## src/rtl/vga_capture_pkg.sv

```systemverilog
// Shared definitions for the VGA frame decimating capture block:
// default geometry, bus widths and the capture FSM state type.
package vga_capture_pkg;

  localparam int DECIM_DEF = 10;
  localparam int OUT_W_DEF = 192;
  localparam int OUT_H_DEF = 108;

  localparam int ADDR_W = 15;
  localparam int PIX_W  = 24;
  localparam int MEAS_W = 12;

  typedef enum logic [1:0] {
    ST_WAIT_VS = 2'd0,
    ST_ARMED   = 2'd1,
    ST_CAPTURE = 2'd2
  } cap_state_e;

endpackage

```

## src/rtl/vga_capture_if.sv

```systemverilog
// Video input bus and frame-buffer write port of the capture block.
// slave: the capture block; master: the video source / frame buffer side.
interface vga_capture_if;
  import vga_capture_pkg::*;

  logic              vga_hs;
  logic              vga_vs;
  logic              vga_de;
  logic [7:0]        vga_r;
  logic [7:0]        vga_g;
  logic [7:0]        vga_b;

  logic              wr_en;
  logic [ADDR_W-1:0] wr_addr;
  logic [PIX_W-1:0]  wr_data;

  modport master (
    output vga_hs, vga_vs, vga_de, vga_r, vga_g, vga_b,
    input  wr_en, wr_addr, wr_data
  );

  modport slave (
    input  vga_hs, vga_vs, vga_de, vga_r, vga_g, vga_b,
    output wr_en, wr_addr, wr_data
  );

endinterface

```

## src/rtl/vga_sync_edge.sv

```systemverilog
// Input register stage for the video bus plus vsync-fall / de-fall
// detection. Edges are found between the registered copy and a second
// delayed copy so they line up with the registered pixel.
module vga_sync_edge
  import vga_capture_pkg::*;
(
  input  logic             clk,
  input  logic             reset_n,
  input  logic             hs_in,
  input  logic             vs_in,
  input  logic             de_in,
  input  logic [7:0]       r_in,
  input  logic [7:0]       g_in,
  input  logic [7:0]       b_in,
  output logic             hs_q,
  output logic             de_q,
  output logic [PIX_W-1:0] pix_q,
  output logic             vs_fall,
  output logic             de_fall
);

  logic vs_q;
  logic vs_q2;
  logic de_q2;

  // register video inputs once, keep one more copy of vs/de for edges
  always_ff @(posedge clk or negedge reset_n) begin
    if (!reset_n) begin
      hs_q  <= 1'b1;
      vs_q  <= 1'b1;
      de_q  <= 1'b0;
      pix_q <= '0;
      vs_q2 <= 1'b1;
      de_q2 <= 1'b0;
    end else begin
      hs_q  <= hs_in;
      vs_q  <= vs_in;
      de_q  <= de_in;
      pix_q <= {r_in, g_in, b_in};
      vs_q2 <= vs_q;
      de_q2 <= de_q;
    end
  end

  assign vs_fall = vs_q2 & ~vs_q;
  assign de_fall = de_q2 & ~de_q;

endmodule

```

## src/rtl/vga_capture.sv

```systemverilog
// Decimating VGA frame capture: stores the top-left pixel of every
// DECIM x DECIM block into a frame buffer at row*OUT_W+col.
// Optional feature macro: VGA_CAPTURE_MEAS_EN (active-size measurement).
//
// state      | meaning
// WAIT_VS    | after reset, waiting for the first frame start
// ARMED      | frame-aligned, capture_en sampled at each frame start
// CAPTURE    | storing the current frame, ends at the next frame start
module vga_capture
  import vga_capture_pkg::*;
#(
  parameter int DECIM = DECIM_DEF,
  parameter int OUT_W = OUT_W_DEF,
  parameter int OUT_H = OUT_H_DEF
) (
  input  logic              clk,
  input  logic              reset_n,
  vga_capture_if.slave      vif,
  input  logic              capture_en,
  output logic              frame_done,
  output logic              short_frame,
  output logic [MEAS_W-1:0] meas_h_active,
  output logic [MEAS_W-1:0] meas_v_active
);

  localparam int CW = 16;
  localparam logic [CW-1:0]     ONE_C      = CW'(1);
  localparam logic [CW-1:0]     DECIM_LAST = CW'(DECIM - 1);
  localparam logic [CW-1:0]     OUT_W_C    = CW'(OUT_W);
  localparam logic [CW-1:0]     OUT_H_C    = CW'(OUT_H);
  localparam logic [ADDR_W-1:0] OUT_W_A    = ADDR_W'(OUT_W);

  cap_state_e        state, state_nxt;
  logic              hs_unused;
  logic              de_q;
  logic [PIX_W-1:0]  pix_q;
  logic              vs_fall;
  logic              de_fall;
  logic              frame_end;
  logic              wr_hit;
  logic [CW-1:0]     sub_col, col, sub_row, row;
  logic [ADDR_W-1:0] addr_calc;
  logic              wr_en_q;
  logic [ADDR_W-1:0] wr_addr_q;
  logic [PIX_W-1:0]  wr_data_q;

  vga_sync_edge u_sync_edge (
    .clk     (clk),
    .reset_n (reset_n),
    .hs_in   (vif.vga_hs),
    .vs_in   (vif.vga_vs),
    .de_in   (vif.vga_de),
    .r_in    (vif.vga_r),
    .g_in    (vif.vga_g),
    .b_in    (vif.vga_b),
    .hs_q    (hs_unused),
    .de_q    (de_q),
    .pix_q   (pix_q),
    .vs_fall (vs_fall),
    .de_fall (de_fall)
  );

  // capture FSM state register
  always_ff @(posedge clk or negedge reset_n) begin
    if (!reset_n) state <= ST_WAIT_VS;
    else          state <= state_nxt;
  end

  // next state, frame-end pulse and write decision for the registered pixel
  always_comb begin
    state_nxt = state;
    frame_end = 1'b0;
    wr_hit    = 1'b0;
    unique case (state)
      ST_WAIT_VS: if (vs_fall) state_nxt = ST_ARMED;
      ST_ARMED:   if (vs_fall && capture_en) state_nxt = ST_CAPTURE;
      ST_CAPTURE: if (vs_fall) begin
        state_nxt = ST_ARMED;
        frame_end = 1'b1;
      end
      default:    state_nxt = ST_WAIT_VS;
    endcase
    wr_hit = (state == ST_CAPTURE) && de_q && (sub_col == '0) && (sub_row == '0) &&
             (col < OUT_W_C) && (row < OUT_H_C);
  end

  // block position counters; col/row stop at OUT_W/OUT_H so they never wrap
  always_ff @(posedge clk or negedge reset_n) begin
    if (!reset_n) begin
      sub_col <= '0;
      col     <= '0;
      sub_row <= '0;
      row     <= '0;
    end else if (vs_fall || (state != ST_CAPTURE)) begin
      sub_col <= '0;
      col     <= '0;
      sub_row <= '0;
      row     <= '0;
    end else if (de_fall) begin
      sub_col <= '0;
      col     <= '0;
      if (sub_row == DECIM_LAST) begin
        sub_row <= '0;
        if (row < OUT_H_C) row <= row + ONE_C;
      end else begin
        sub_row <= sub_row + ONE_C;
      end
    end else if (de_q) begin
      if (sub_col == DECIM_LAST) begin
        sub_col <= '0;
        if (col < OUT_W_C) col <= col + ONE_C;
      end else begin
        sub_col <= sub_col + ONE_C;
      end
    end
  end

  assign addr_calc = row[ADDR_W-1:0] * OUT_W_A + col[ADDR_W-1:0];

  // registered write port and end-of-frame status; a write decided in the
  // frame-start cycle still goes out because it uses pre-clear counters
  always_ff @(posedge clk or negedge reset_n) begin
    if (!reset_n) begin
      wr_en_q     <= 1'b0;
      wr_addr_q   <= '0;
      wr_data_q   <= '0;
      frame_done  <= 1'b0;
      short_frame <= 1'b0;
    end else begin
      wr_en_q    <= wr_hit;
      frame_done <= frame_end;
      if (wr_hit) begin
        wr_addr_q <= addr_calc;
        wr_data_q <= pix_q;
      end
      if (frame_end) short_frame <= (row < OUT_H_C);
    end
  end

  assign vif.wr_en   = wr_en_q;
  assign vif.wr_addr = wr_addr_q;
  assign vif.wr_data = wr_data_q;

`ifdef VGA_CAPTURE_MEAS_EN
  localparam logic [MEAS_W-1:0] MEAS_ONE = MEAS_W'(1);

  logic [MEAS_W-1:0] h_cnt;
  logic [MEAS_W-1:0] h_line;
  logic [MEAS_W-1:0] v_cnt;

  // count de cycles per line and lines per frame, publish at frame start
  always_ff @(posedge clk or negedge reset_n) begin
    if (!reset_n) begin
      h_cnt         <= '0;
      h_line        <= '0;
      v_cnt         <= '0;
      meas_h_active <= '0;
      meas_v_active <= '0;
    end else begin
      if (de_fall) begin
        h_line <= h_cnt;
        h_cnt  <= '0;
      end else if (de_q) begin
        h_cnt <= h_cnt + MEAS_ONE;
      end
      if (vs_fall)      v_cnt <= '0;
      else if (de_fall) v_cnt <= v_cnt + MEAS_ONE;
      if (vs_fall && (state != ST_WAIT_VS)) begin
        meas_h_active <= h_line;
        meas_v_active <= v_cnt;
      end
    end
  end
`else
  assign meas_h_active = '0;
  assign meas_v_active = '0;
`endif

endmodule
```

## src/flat_wrapper.sv

```systemverilog
// flat-port wrapper written by rule: the top's interface ports become plain ports
module vga_capture_flat import vga_capture_pkg::*;
#(
  parameter int DECIM = DECIM_DEF,
  parameter int OUT_W = OUT_W_DEF,
  parameter int OUT_H = OUT_H_DEF
)
  (clk, reset_n, capture_en, frame_done, short_frame, meas_h_active, meas_v_active, vif_vga_hs, vif_vga_vs, vif_vga_de, vif_vga_r, vif_vga_g, vif_vga_b, vif_wr_en, vif_wr_addr, vif_wr_data);
  vga_capture_if vif_i ();
  input  logic clk;
  input  logic reset_n;
  input  logic capture_en;
  output logic frame_done;
  output logic short_frame;
  output logic [MEAS_W-1:0] meas_h_active;
  output logic [MEAS_W-1:0] meas_v_active;
  input wire logic [$bits(vif_i.vga_hs)-1:0] vif_vga_hs;
  input wire logic [$bits(vif_i.vga_vs)-1:0] vif_vga_vs;
  input wire logic [$bits(vif_i.vga_de)-1:0] vif_vga_de;
  input wire logic [$bits(vif_i.vga_r)-1:0] vif_vga_r;
  input wire logic [$bits(vif_i.vga_g)-1:0] vif_vga_g;
  input wire logic [$bits(vif_i.vga_b)-1:0] vif_vga_b;
  output wire logic [$bits(vif_i.wr_en)-1:0] vif_wr_en;
  output wire logic [$bits(vif_i.wr_addr)-1:0] vif_wr_addr;
  output wire logic [$bits(vif_i.wr_data)-1:0] vif_wr_data;
  assign vif_i.vga_hs = vif_vga_hs;
  assign vif_i.vga_vs = vif_vga_vs;
  assign vif_i.vga_de = vif_vga_de;
  assign vif_i.vga_r = vif_vga_r;
  assign vif_i.vga_g = vif_vga_g;
  assign vif_i.vga_b = vif_vga_b;
  assign vif_wr_en = vif_i.wr_en;
  assign vif_wr_addr = vif_i.wr_addr;
  assign vif_wr_data = vif_i.wr_data;
  vga_capture #(.DECIM(DECIM), .OUT_W(OUT_W), .OUT_H(OUT_H)) u_core (.clk(clk), .reset_n(reset_n), .vif(vif_i), .capture_en(capture_en), .frame_done(frame_done), .short_frame(short_frame), .meas_h_active(meas_h_active), .meas_v_active(meas_v_active));
endmodule
```

## config.mk

```make
export PLATFORM = sky130hd
export DESIGN_NAME = vga_capture_flat
export DESIGN_NICKNAME = d
export VERILOG_FILES = /design/src/rtl/vga_capture_pkg.sv /design/src/rtl/vga_capture_if.sv /design/src/rtl/vga_sync_edge.sv /design/src/rtl/vga_capture.sv /design/src/flat_wrapper.sv
export SDC_FILE = /design/constraint.sdc
export NUM_CORES = 1
export LEC_CHECK = 0
export CAP_MARGIN = 25
export CORE_UTILIZATION = 40
export CTS_CLUSTER_SIZE = 10
export DETAILED_ROUTE_END_ITERATION = 10
export DONT_BUFFER_PORTS = 1
export HOLD_SLACK_MARGIN = 0.06
export PLACE_DENSITY = 0.53
export RECOVER_POWER = 25
export SLEW_MARGIN = 20
export SYNTH_ARGS = -nofsm -noshare
export SYNTH_HDL_FRONTEND = slang
export SYNTH_SLANG_ARGS = --single-unit
```

## constraint.sdc

```tcl
create_clock -name clk -period 3.4 [get_ports clk]
set_input_delay 0.68 -clock clk [delete_from_list [all_inputs] [get_ports clk]]
set_output_delay 0.68 -clock clk [all_outputs]
set_load 0.05 [all_outputs]
```

==> results.py, run 1 <==
metrics = {
    "worst_setup_path": {
        "crit_family": "adder cells",
        "cp_data_required_time_ns": 3.71,
        "critPathLaunchType": "flip-flop",
        "max_stage_delay_ns": 0.44,
        "worstSetupPathType": "reg -> reg",
        "critPathMostFrequentCell": "ha_1",
        "setup.worst_path.end_class": "flip-flop",
        "worst-path-buf-inv": 0,
        "reg2reg_from": "u_core.row[0]",
        "worst_path_max_delay_cell": "dfrtp_1",
        "crit_arrival_ns": 3.33,
        "crit_path_start": "u_core.row[0]",
        "worstPathCellList": "ha_1 -> fa_1 -> a21o_1 -> a21oi_1 -> xor2_1 -> ha_1 -> o21a_1 -> o31a_1 -> o41ai_1 -> xnor2_1 -> mux2_4",
        "crit_path_max_fanout": 5,
    },
    "pwr": {
        "p_int_mw": 2.971,
        "leakage_nw": 3.266,
        "power.density_nw_per_um2": 639.4,
        "clkPwrFrac_pct": 40.1,
        "ir_drop_v": 0.0003692,
        "p_seq_share_pct": 53.4,
        "p_switching_mw": 1.472,
        "power_frac_comb_pct": 6.5,
        "sw_frac_of_total_pct": 33.14,
    },
    "detailed_routing": {
        "drtIter0Drc": 217,
        "post-route-drc-count": 0,
        "viasPerCell": 5.043,
        "avgRoutedWirePerCell_um": 14.35,
        "num_vias": 4145,
        "dr.pass1.iters": 4,
        "wirelength_mm": 11.80,
        "antenna_left": 0,
    },
    "timing": {
        "worst_pin_slew_ns": 0.7231,
        "slew_violations": 0,
        "period_share_pct": 88.80,
        "hold_ws_ns": -0.04147,
        "finalHoldViolCount": 134,
        "fin_skew_ns": 0.006346,
        "tns_ns": 0,
        "rsz0062_at_grt": "no",
        "finalSetupViolations": 0,
        "min_period_ns": 3.019,
        "max_freq_mhz": 331.2,
        "relSlewSlack_pct": 51.47,
    },
    "final_layout": {
        "num_antenna_cells": 0,
        "finalNonFillerCells": 822,
        "post-route-util_pct": 45.70,
        "final_cell_area_um2": 6948,
        "layout_common_cells": "134 x dfrtp_1, 129 x nand2_1, 49 x nor2_1",
        "nFillCells": 1430,
        "area_growth_pct": 11.39,
        "final_common_cell": "dfrtp_1",
        "layout-drive-gt1-share_pct": 7.571,
        "nets": 680,
    },
    "global_route": {
        "grt_max_degree": 137,
        "antenna_found_initial": 0,
        "overflow": 0,
        "grt_usage_pct": 16.08,
        "grt_pass1_wl_mm": 20.12,
        "grt_pass1_vias": 4164,
    },
    "die": {
        "io_pins": 96,
        "rows": 45,
        "initial_core_util_pct": 41.03,
        "die_w_um": 126.9,
        "die_area_um2": 16100,
        "design.core.area_um2": 15200,
        "die_y_um": 126.9,
    },
    "yosys": {
        "yosys.area.top_type": "dfrtp_1",
        "synth_warnings": 0,
        "async_reset_ff_share_pct": 100.0,
        "ys.flop_type": "dfrtp_1",
        "synth_edf_count": 0,
        "ys_types": 53,
        "syn_area_per_cell_um2": 10.17,
        "yosysTopAreaCellShare_pct": 53.76,
        "ys_ff_latch": 136,
        "ys_seq_area_share_pct": 54.60,
        "syn-cell-area_um2": 6237,
        "synthesis.instances": 613,
        "netlist_top_cells_area": "dfrtp_1 54%, nand2_1 7.8%, ha_1 5.0%, xor2_1 4.4%, nor2_1 2.9%",
    },
    "worst_hold_path": {
        "hp-class": "in -> async",
    },
    "run_status": {
        "status": "finished with violations",
        "violations": "hold timing",
    },
    "clocking": {
        "cts_tree": "done",
        "cts_buffer_depth": 2,
        "clk_pin_slew_ns": 0.06,
        "cts_made_buffers": 17,
        "clkSinkCount": 136,
        "clk_latency_ns": 0.42,
        "cts_repair_resize_count": 0,
        "root_buffer": "clkbuf_16",
        "htreeDepth": 4,
    },
    "placed_design": {
        "placement.io_buffers": 0,
        "detailed_place.area_um2": 6370,
        "hpwlAfterDp_mm": 7.983,
        "dp.cells": 792,
        "gp_congestion": 0.8115,
    },
    "job": {
        "cap_violations": 0,
    },
}
[through the flow]
stage,worst slack [ns],power (mW)
2_1_floorplan,0.5834,2.644
3_3_place_gp,0.3523,2.684
3_5_place_dp,0.3662,2.700
4_1_cts,0.3551,4.511
5_1_grt,0.1829,4.641
6_report,0.3807,4.443
[cells by family (layout without fill, tap and decap cells)]
kind of cell / after synthesis / after routing / share of synthesized area [%]
adders and majority gates: 27 / 27 / 5.657
xor gates and xnor gates: 42 / 42 / 5.898
muxes: 5 / 5 / 0.9629
and+or+nand+nor: 275 / 275 / 20.56
buffers and inverters: 56 / 54 / 5.035
DFF: 136 / 136 / 54.60
other: 1 / 24 / 0.06012
AOI/OAI and AO/OA: 71 / 71 / 7.222
[worst register-to-register path, cell delays in order, from the launching register on]
cell	delay [ns]
dfrtp_1	0.44
ha_1	0.29
fa_1	0.41
a21o_1	0.17
a21oi_1	0.22
xor2_1	0.19
ha_1	0.28
o21a_1	0.12
o31a_1	0.11
o41ai_1	0.30
xnor2_1	0.11
mux2_4	0.27
[cells in the mapped netlist, drive strengths merged (2+ instances only)]
| master | count |
|---|---|
| nand2 | 129 |
| a21o | 2 |
| nor2b | 6 |
| a22o | 2 |
| dfrtp | 134 |
| mux2 | 2 |
| a21oi | 14 |
| ha | 25 |
| o211ai | 2 |
| mux2i | 3 |
| clkbuf | 9 |
| nand3 | 19 |
| and2 | 12 |
| o41ai | 4 |
| or3 | 3 |
| nand3b | 3 |
| buf | 30 |
| inv | 17 |
| and3 | 10 |
| nand4 | 11 |
| o21ai | 31 |
| o31ai | 3 |
| a31oi | 3 |
| nand2b | 6 |
| nor2 | 50 |
| nor3 | 9 |
| o21bai | 3 |
| nor4 | 11 |
| o21a | 2 |
| dfstp | 2 |
| and4 | 3 |
| xnor2 | 11 |
| fa | 2 |
| xor2 | 31 |
[per-layer routing]
metal  wire length (um)  GRT usage, %  vias to the layer above
li1                   -             -                     2035
met1               5442         19.84                     2006
met2               5438         25.40                       94
met3                756         6.326                       10
met4                159         6.092                        0
met5                  0             0                        -
[area by class of cell]
cell class / count / area (um^2) / share of cell area, %
clock buffers: 20 / 456.7 / 6.573
clock inverters: 10 / 121.4 / 1.747
inverters: 17 / 63.81 / 0.9184
multi-input cells: 444 / 2613 / 37.60
flip-flops and latches: 136 / 3406 / 49.02
well taps: 188 / 235.2 / 3.386
repair buffers: 7 / 52.55 / 0.7563
[final timing paths]
path | to | slack (ns) | cells after the start
setup / recovery | u_core.vif.wr_addr[14] | 0.38 | 11
hold / removal | u_core.vif.wr_data[3] | -0.04 | 0
setup reg to reg | u_core.vif.wr_addr[14] | 0.38 | 11
hold reg to reg | u_core.u_sync_edge.vs_q2 | 0.37 | 0
max in group asynchronous | u_core.u_sync_edge.vs_q2 | 3.19 | 0
min in group clk | u_core.u_sync_edge.vs_q | 0.26 | 0
[sequential cells by signal, indices dropped and copies added, names as in the netlist, 2 cells and up]
signal,flops
u_core.vif.wr_addr,15
u_core.u_sync_edge.pix_q,24
u_core.vif.wr_data,24
u_core.row,16
u_core.state,2
u_core.col,16
u_core.sub_row,16
u_core.sub_col,16
[power groups by stage]
stage	Combinational, mW	Sequential [mW]	Clock (mW)
final	0.291	2.37	1.78
after global routing	0.337	2.40	1.91
after CTS	0.297	2.37	1.84
after detailed placement	0.295	2.40	0
after global placement	0.282	2.40	0
after floorplan	0.269	2.37	0
[timing repair]
item,in CTS,in global routing
endpoints found under the setup margin,0,0
setup buffers,0,0
hold endpoints to repair,134,134
Note: power is estimated with default switching activity, not from simulation.
==> run 2, diff against run 1 <==
--- a/config.mk
+++ b/config.mk
@@ -6,12 +6,13 @@
 export NUM_CORES = 1
 export LEC_CHECK = 0
 export CAP_MARGIN = 25
-export CORE_UTILIZATION = 40
+export CORE_MARGIN = 2
+export CORE_UTILIZATION = 63
 export CTS_CLUSTER_SIZE = 10
 export DETAILED_ROUTE_END_ITERATION = 10
 export DONT_BUFFER_PORTS = 1
 export HOLD_SLACK_MARGIN = 0.06
-export PLACE_DENSITY = 0.53
+export PLACE_DENSITY = 0.78
 export RECOVER_POWER = 25
 export SLEW_MARGIN = 20
 export SYNTH_ARGS = -nofsm -noshare
==> run 2 against run 1 <==
The run still ends with hold timing left. Die area fell by 33%. Power fell by 1.9%. Global-route usage rose by 7.5 points. Via count up 2.9%. Core utilization rose by 25 points. Cell area fell by 1.5%. Sequential power about the same. Clock power decreased by 5%. Sequential share of layout area increased by 0.77 points. Critical path depth did not move. Largest cell class unchanged.
==> results.py, run 2 (synthesis gave the netlist of run 1 again) <==
metrics = {
    "detailed_routing": {
        "num_vias": 4267,
        "viasPerCell": 5.563,
        "dr.pass1.iters": 4,
        "wirelength_mm": 11.78,
        "drtIter0Drc": 258,
        "antenna_left": 0,
        "post-route-drc-count": 0,
        "avgRoutedWirePerCell_um": 15.36,
    },
    "clocking": {
        "cts_setup_buffers": 0,
        "cts_made_buffers": 17,
        "clk_latency_ns": 0.52,
        "htreeDepth": 4,
        "root_buffer": "clkbuf_8",
        "clk_pin_slew_ns": 0.06,
        "clkSinkCount": 136,
        "cts_buffer_depth": 2,
        "cts_repair_resize_count": 0,
        "cts_tree": "done",
    },
    "global_route": {
        "antenna_found_initial": 0,
        "grt_max_degree": 137,
        "grt_pass1_vias": 4197,
        "grt_pass1_wl_mm": 20.40,
        "overflow": 0,
        "grt_usage_pct": 23.56,
    },
    "worst_setup_path": {
        "rr_worst_depth": 11,
        "critPathLaunchType": "flip-flop",
        "cp_data_required_time_ns": 3.80,
        "crit_path_max_fanout": 5,
        "setup.worst_path.end_class": "flip-flop",
        "crit_arrival_ns": 3.48,
        "worstSetupPathType": "reg -> reg",
    },
    "final_layout": {
        "nets": 678,
        "final_common_cell": "dfrtp_1",
        "layout_common_cells": "134 x dfrtp_1, 129 x nand2_1, 49 x nor2_1",
        "area_growth_pct": 9.669,
        "layout-drive-gt1-share_pct": 7.729,
        "num_antenna_cells": 0,
    },
    "pwr": {
        "clkPwrFrac_pct": 38.7,
        "ir_drop_v": 0.0003773,
        "power_frac_comb_pct": 6.9,
        "p_switching_mw": 1.579,
        "p_int_mw": 2.782,
        "p_total_mw": 4.361,
        "leakage_nw": 3.251,
        "p_seq_share_pct": 54.4,
        "power.density_nw_per_um2": 637.5,
        "sw_frac_of_total_pct": 36.20,
    },
    "die": {
        "io_pins": 96,
        "die_w_um": 103.5,
        "die_area_um2": 10710,
        "die_y_um": 103.5,
        "design.core.area_um2": 9684,
        "initial_core_util_pct": 64.41,
        "rows": 36,
    },
    "timing": {
        "relSlewSlack_pct": 38.81,
        "max_freq_mhz": 324.8,
        "min_period_ns": 3.078,
        "finalHoldViolCount": 134,
        "finalSetupViolations": 0,
        "slew_violations": 0,
        "worst_pin_slew_ns": 0.9082,
        "fin_skew_ns": 0.009469,
        "tns_ns": 0,
        "rsz0062_at_grt": "no",
        "period_share_pct": 90.54,
        "hold_ws_ns": -0.1453,
    },
    "run_status": {
        "violations": "hold timing",
        "status": "finished with violations",
    },
    "placed_design": {
        "gp_congestion": 0.8853,
        "placement.io_buffers": 0,
        "hpwlAfterDp_mm": 7.879,
    },
    "job": {
        "cap_violations": 0,
    },
    "worst_hold_path": {
        "hp-class": "in -> async",
    },
}
==> run 2: worst max-delay path, stage by stage (launching register included) <==
cell	delay, ns
dfrtp_1	0.43
ha_1	0.28
fa_1	0.42
a21o_1	0.17
a21oi_1	0.21
xor2_1	0.18
ha_1	0.29
o21a_1	0.14
o31a_1	0.12
o41ai_1	0.34
xnor2_1	0.10
mux2_4	0.27
==> run 2: worst paths after layout <==
kind,to,slack (ns),startpoint
hold reg to reg,u_core.u_sync_edge.vs_q2,0.38,u_core.u_sync_edge.vs_q
setup / recovery,u_core.vif.wr_addr[14],0.32,u_core.row[0]
min in group clk,u_core.u_sync_edge.vs_q,0.16,vif_vga_vs
hold / removal,u_core.vif.wr_data[12],-0.15,reset_n
max in group asynchronous,u_core.u_sync_edge.vs_q,3.27,reset_n
setup reg to reg,u_core.vif.wr_addr[14],0.32,u_core.row[0]
==> run 2: routing by layer <==
metal	vias to the layer above	routed length [um]	GRT usage (%)
li1	2033	-	-
met1	2094	5286	30.93
met2	124	5753	38.98
met3	16	568	5.916
met4	0	176	7.529
met5	-	0	0
==> run 2: through the flow <==
step | cell area, um^2 | setup WS (ns) | hold WS, ns | utilization, % | instances
after floorplan | 6324 | 0.5834 | 0.3487 | - | 636
after global placement | 6286 | 0.4013 | 0.3644 | 64.91 | 735
after detailed placement | 6286 | 0.3442 | 0.3682 | 64.91 | 735
after CTS | 6834 | 0.3191 | -0.1633 | 70.57 | 767
after global routing | 6840 | 0.09648 | -0.1714 | 70.63 | 767
final | 6840 | 0.3216 | -0.1453 | 70.63 | 767
==> run 2: final cells by class <==
class,count,area [um^2]
clock buffers,17,414.1
clock inverters,15,133.9
fillers,682,2844
inverters,17,63.81
multi-input cells,444,2619
flip-flops and latches,136,3406
well taps,133,166.4
repair buffers,5,37.54
==> run 2: power groups by stage <==
stage,Sequential (mW),Combinational (mW),Clock [mW]
3_5_place_dp,2.41,0.296,0
5_1_grt,2.39,0.345,1.80
3_3_place_gp,2.40,0.275,0
6_report,2.37,0.302,1.69
2_1_floorplan,2.37,0.269,0
4_1_cts,2.38,0.303,1.72
==> run 3, diff against run 2 <==
--- a/config.mk
+++ b/config.mk
@@ -5,16 +5,17 @@
 export SDC_FILE = /design/constraint.sdc
 export NUM_CORES = 1
 export LEC_CHECK = 0
+export ABC_AREA = 1
 export CAP_MARGIN = 25
 export CORE_MARGIN = 2
-export CORE_UTILIZATION = 63
+export CORE_UTILIZATION = 64
 export CTS_CLUSTER_SIZE = 10
 export DETAILED_ROUTE_END_ITERATION = 10
 export DONT_BUFFER_PORTS = 1
 export HOLD_SLACK_MARGIN = 0.06
-export PLACE_DENSITY = 0.78
+export PLACE_DENSITY = 0.79
 export RECOVER_POWER = 25
-export SLEW_MARGIN = 20
+export SLEW_MARGIN = 5
 export SYNTH_ARGS = -nofsm -noshare
 export SYNTH_HDL_FRONTEND = slang
 export SYNTH_SLANG_ARGS = --single-unit
==> run 3 against run 2 <==
The run still ends with hold timing left. Clock power increased by 8%. Via count increased by 25%. Maximum frequency increased by 8.9%. Worst setup slack improved by 0.25 ns. Wire length increased by 19%. Sequential share of layout area decreased by 3.7 points. First-iteration DRC count increased by 47%. Critical endpoint unchanged. Largest cell class unchanged.
==> results.py, run 3 <==
metrics = {
    "run_status": {
        "status": "finished with violations",
        "violations": "hold timing",
    },
    "clocking": {
        "cts_tree": "done",
        "clk_pin_slew_ns": 0.06,
        "clkSinkCount": 136,
        "cts_made_buffers": 17,
        "clk_latency_ns": 0.53,
        "cts_buffer_depth": 2,
        "root_buffer": "clkbuf_8",
        "htreeDepth": 4,
    },
    "yosys": {
        "yosys.area.top_type": "dfrtp_1",
        "synth_warnings": 0,
        "netlist_top_cells_area": "dfrtp_1 49%, nand2_1 14%, ha_1 4.6%, inv_1 4.4%, nor2_1 3.9%",
        "ys_types": 43,
        "synthesis.instances": 809,
        "synth.most_common_cell": "nand2_1",
        "ys.flop_type": "dfrtp_1",
        "ys_seq_area_share_pct": 49.99,
        "syn_area_per_cell_um2": 8.421,
        "synth_edf_count": 0,
        "yosys-top-cells-count": "249 x nand2_1, 134 x dfrtp_1, 79 x inv_1",
        "ys_ff_latch": 136,
        "syn-cell-area_um2": 6813,
        "async_reset_ff_share_pct": 100.0,
        "yosysTopAreaCellShare_pct": 49.22,
    },
    "final_layout": {
        "nets": 870,
        "num_antenna_cells": 0,
        "final_cell_area_um2": 7383,
        "final_common_cell": "nand2_1",
        "layout_common_cells": "249 x nand2_1, 134 x dfrtp_1, 79 x inv_1",
        "nFillCells": 739,
        "area_growth_pct": 8.375,
        "layout-drive-gt1-share_pct": 7.030,
        "finalNonFillerCells": 961,
    },
    "detailed_routing": {
        "dr.pass1.iters": 5,
        "wl_met2_mm": 7.131,
        "post-route-drc-count": 0,
        "viasPerCell": 5.556,
        "wl_met1_mm": 5.947,
        "drtIter0Drc": 378,
        "wirelength_mm": 14.05,
        "avgRoutedWirePerCell_um": 14.62,
        "wl_met3_um": 787,
        "num_vias": 5339,
        "antenna_left": 0,
        "highest_layer": "met4",
    },
    "pwr": {
        "leakage_nw": 3.839,
        "power.density_nw_per_um2": 618.5,
        "ir_drop_v": 0.0005201,
        "p_total_mw": 4.567,
    },
    "worst_setup_path": {
        "cp_data_required_time_ns": 3.82,
        "crit_path_max_fanout": 5,
        "max_stage_delay_ns": 0.43,
        "worstPathCellList": "ha_1 -> fa_1 -> nand3_1 -> nand3_1 -> nand2_1 -> nand2_1 -> a21oi_1 -> xor2_1 -> ha_1 -> a21oi_1 -> a21boi_0 -> nand2_1 -> inv_1 -> nand2_1 -> nand3_1 -> nand2_1",
        "crit_arrival_ns": 3.25,
        "setup.worst_path.end_class": "flip-flop",
        "worstSetupPathType": "reg -> reg",
        "critPathMostFrequentCell": "nand2_1",
        "worst_path_max_delay_cell": "dfrtp_1",
        "rr_worst_depth": 16,
        "critPathLaunchType": "flip-flop",
    },
    "die": {
        "die_w_um": 107.2,
        "initial_core_util_pct": 65.99,
        "io_pins": 96,
        "rows": 37,
        "die_area_um2": 11490,
        "design.core.area_um2": 10320,
        "die_y_um": 107.2,
    },
    "global_route": {
        "overflow": 0,
        "antenna_found_initial": 0,
        "grt_pass1_wl_mm": 23.14,
        "grt_max_degree": 137,
        "grt_pass1_vias": 5073,
        "grt_usage_pct": 25.83,
    },
    "placed_design": {
        "placement.io_buffers": 0,
        "dp.cells": 930,
        "dp_slack_ns": 0.6108,
        "gp_congestion": 0.9387,
        "hpwlAfterDp_mm": 9.441,
        "detailed_place.area_um2": 6789,
    },
    "timing": {
        "fin_skew_ns": 0.007483,
        "setup_ws_ns": 0.5724,
        "rsz0062_at_grt": "no",
        "finalHoldViolCount": 134,
        "relSlewSlack_pct": 48.29,
        "tns_ns": 0,
        "finalSetupViolations": 0,
        "worst_pin_slew_ns": 0.7738,
        "max_freq_mhz": 353.7,
        "period_share_pct": 83.16,
        "hold_ws_ns": -0.1538,
        "slew_violations": 0,
        "min_period_ns": 2.828,
    },
    "job": {
        "cap_violations": 0,
    },
    "worst_hold_path": {
        "hp-class": "in -> async",
    },
}
run 3: changes by cell type in the layout (fill, tap and decap cells not counted), sizes merged, moves of 9 or more:
cell	before	now
nand2	129	255
inv	26	86
nor2	50	75
nand3	19	40
a21oi	14	28
xor2	31	17
nand4	11	23
and2	12	1
nor3	9	18
nor4	11	2
run 3: area by class of cell:
cell class	instances	area [um^2]	share of cell area, %
Sequential cell	136	3406	46.13
Multi-Input combinational cell	571	2880	39.01
Clock buffer	20	445.4	6.033
Inverter	86	325.3	4.406
Tap cell	136	170.2	2.305
Clock inverter	11	148.9	2.017
Timing Repair Buffer	1	7.507	0.1017
run 3: logic make-up (layout without fill, tap and decap cells):
kind of cell	after synthesis	in the layout	share of synthesized area [%]
AO/OA/AOI/OAI	76	76	6.373
XOR/XNOR	23	23	2.957
adder cells (fa/ha/maj)	27	27	5.179
buffers and inverters	125	118	8.999
flip-flops	136	136	49.99
other	1	24	0.05504
AND/OR/NAND/NOR	421	421	26.45
run 3: stage by stage:
stage	hold slack (ns)	utilization (%)
final	-0.1538	71.52
after global routing	-0.1868	71.52
after CTS	-0.1772	71.52
after detailed placement	0.3581	65.76
after global placement	0.3566	65.76
after floorplan	0.3540	-
run 3: timing repair:
action / in CTS / in global routing
gates resized for setup: 0 / 0
endpoints found under the hold margin: 136 / 136
buffers inserted: 0 / 0
run 3: path summary, 6_finish.rpt:
path / startpoint / end / slack, ns
worst max register to register: u_core.row[0] / u_core.vif.wr_addr[14] / 0.57
worst min-delay path: reset_n / u_core.sub_row[14] / -0.15
max in group asynchronous: reset_n / u_core.u_sync_edge.vs_q / 3.26
worst min register to register: u_core.u_sync_edge.vs_q / u_core.u_sync_edge.vs_q2 / 0.37
min in group clk: vif_vga_vs / u_core.u_sync_edge.vs_q / 0.15
worst max-delay path: u_core.row[0] / u_core.vif.wr_addr[14] / 0.57
run 3: worst max-delay path: cells and delay by family (launching register included):
family | cells | cell delay [ns]
xor gates and xnor gates | 1 | 0.16
and+or+nand+nor | 8 | 0.57
DFF | 1 | 0.43
AOI/OAI and AO/OA | 3 | 0.47
buffers and inverters | 1 | 0.06
adders and majority gates | 3 | 1.01
run 3: where the power goes:
group | switching [mW] | leakage (nW) | internal, mW
combinational | 0.256 | 1.76 | 0.0956
clock | 0.680 | 0.283 | 1.15
sequential | 0.608 | 1.80 | 1.78
total | 1.54 | 3.84 | 3.02
run 3: per-layer routing:
| layer | GRT usage [%] | up-vias |
|---|---|---|
| met5 | 0 | - |
| met4 | 9.647 | 0 |
| met3 | 7.964 | 27 |
| met2 | 41.95 | 153 |
| met1 | 32.62 | 2624 |
| li1 | - | 2535 |
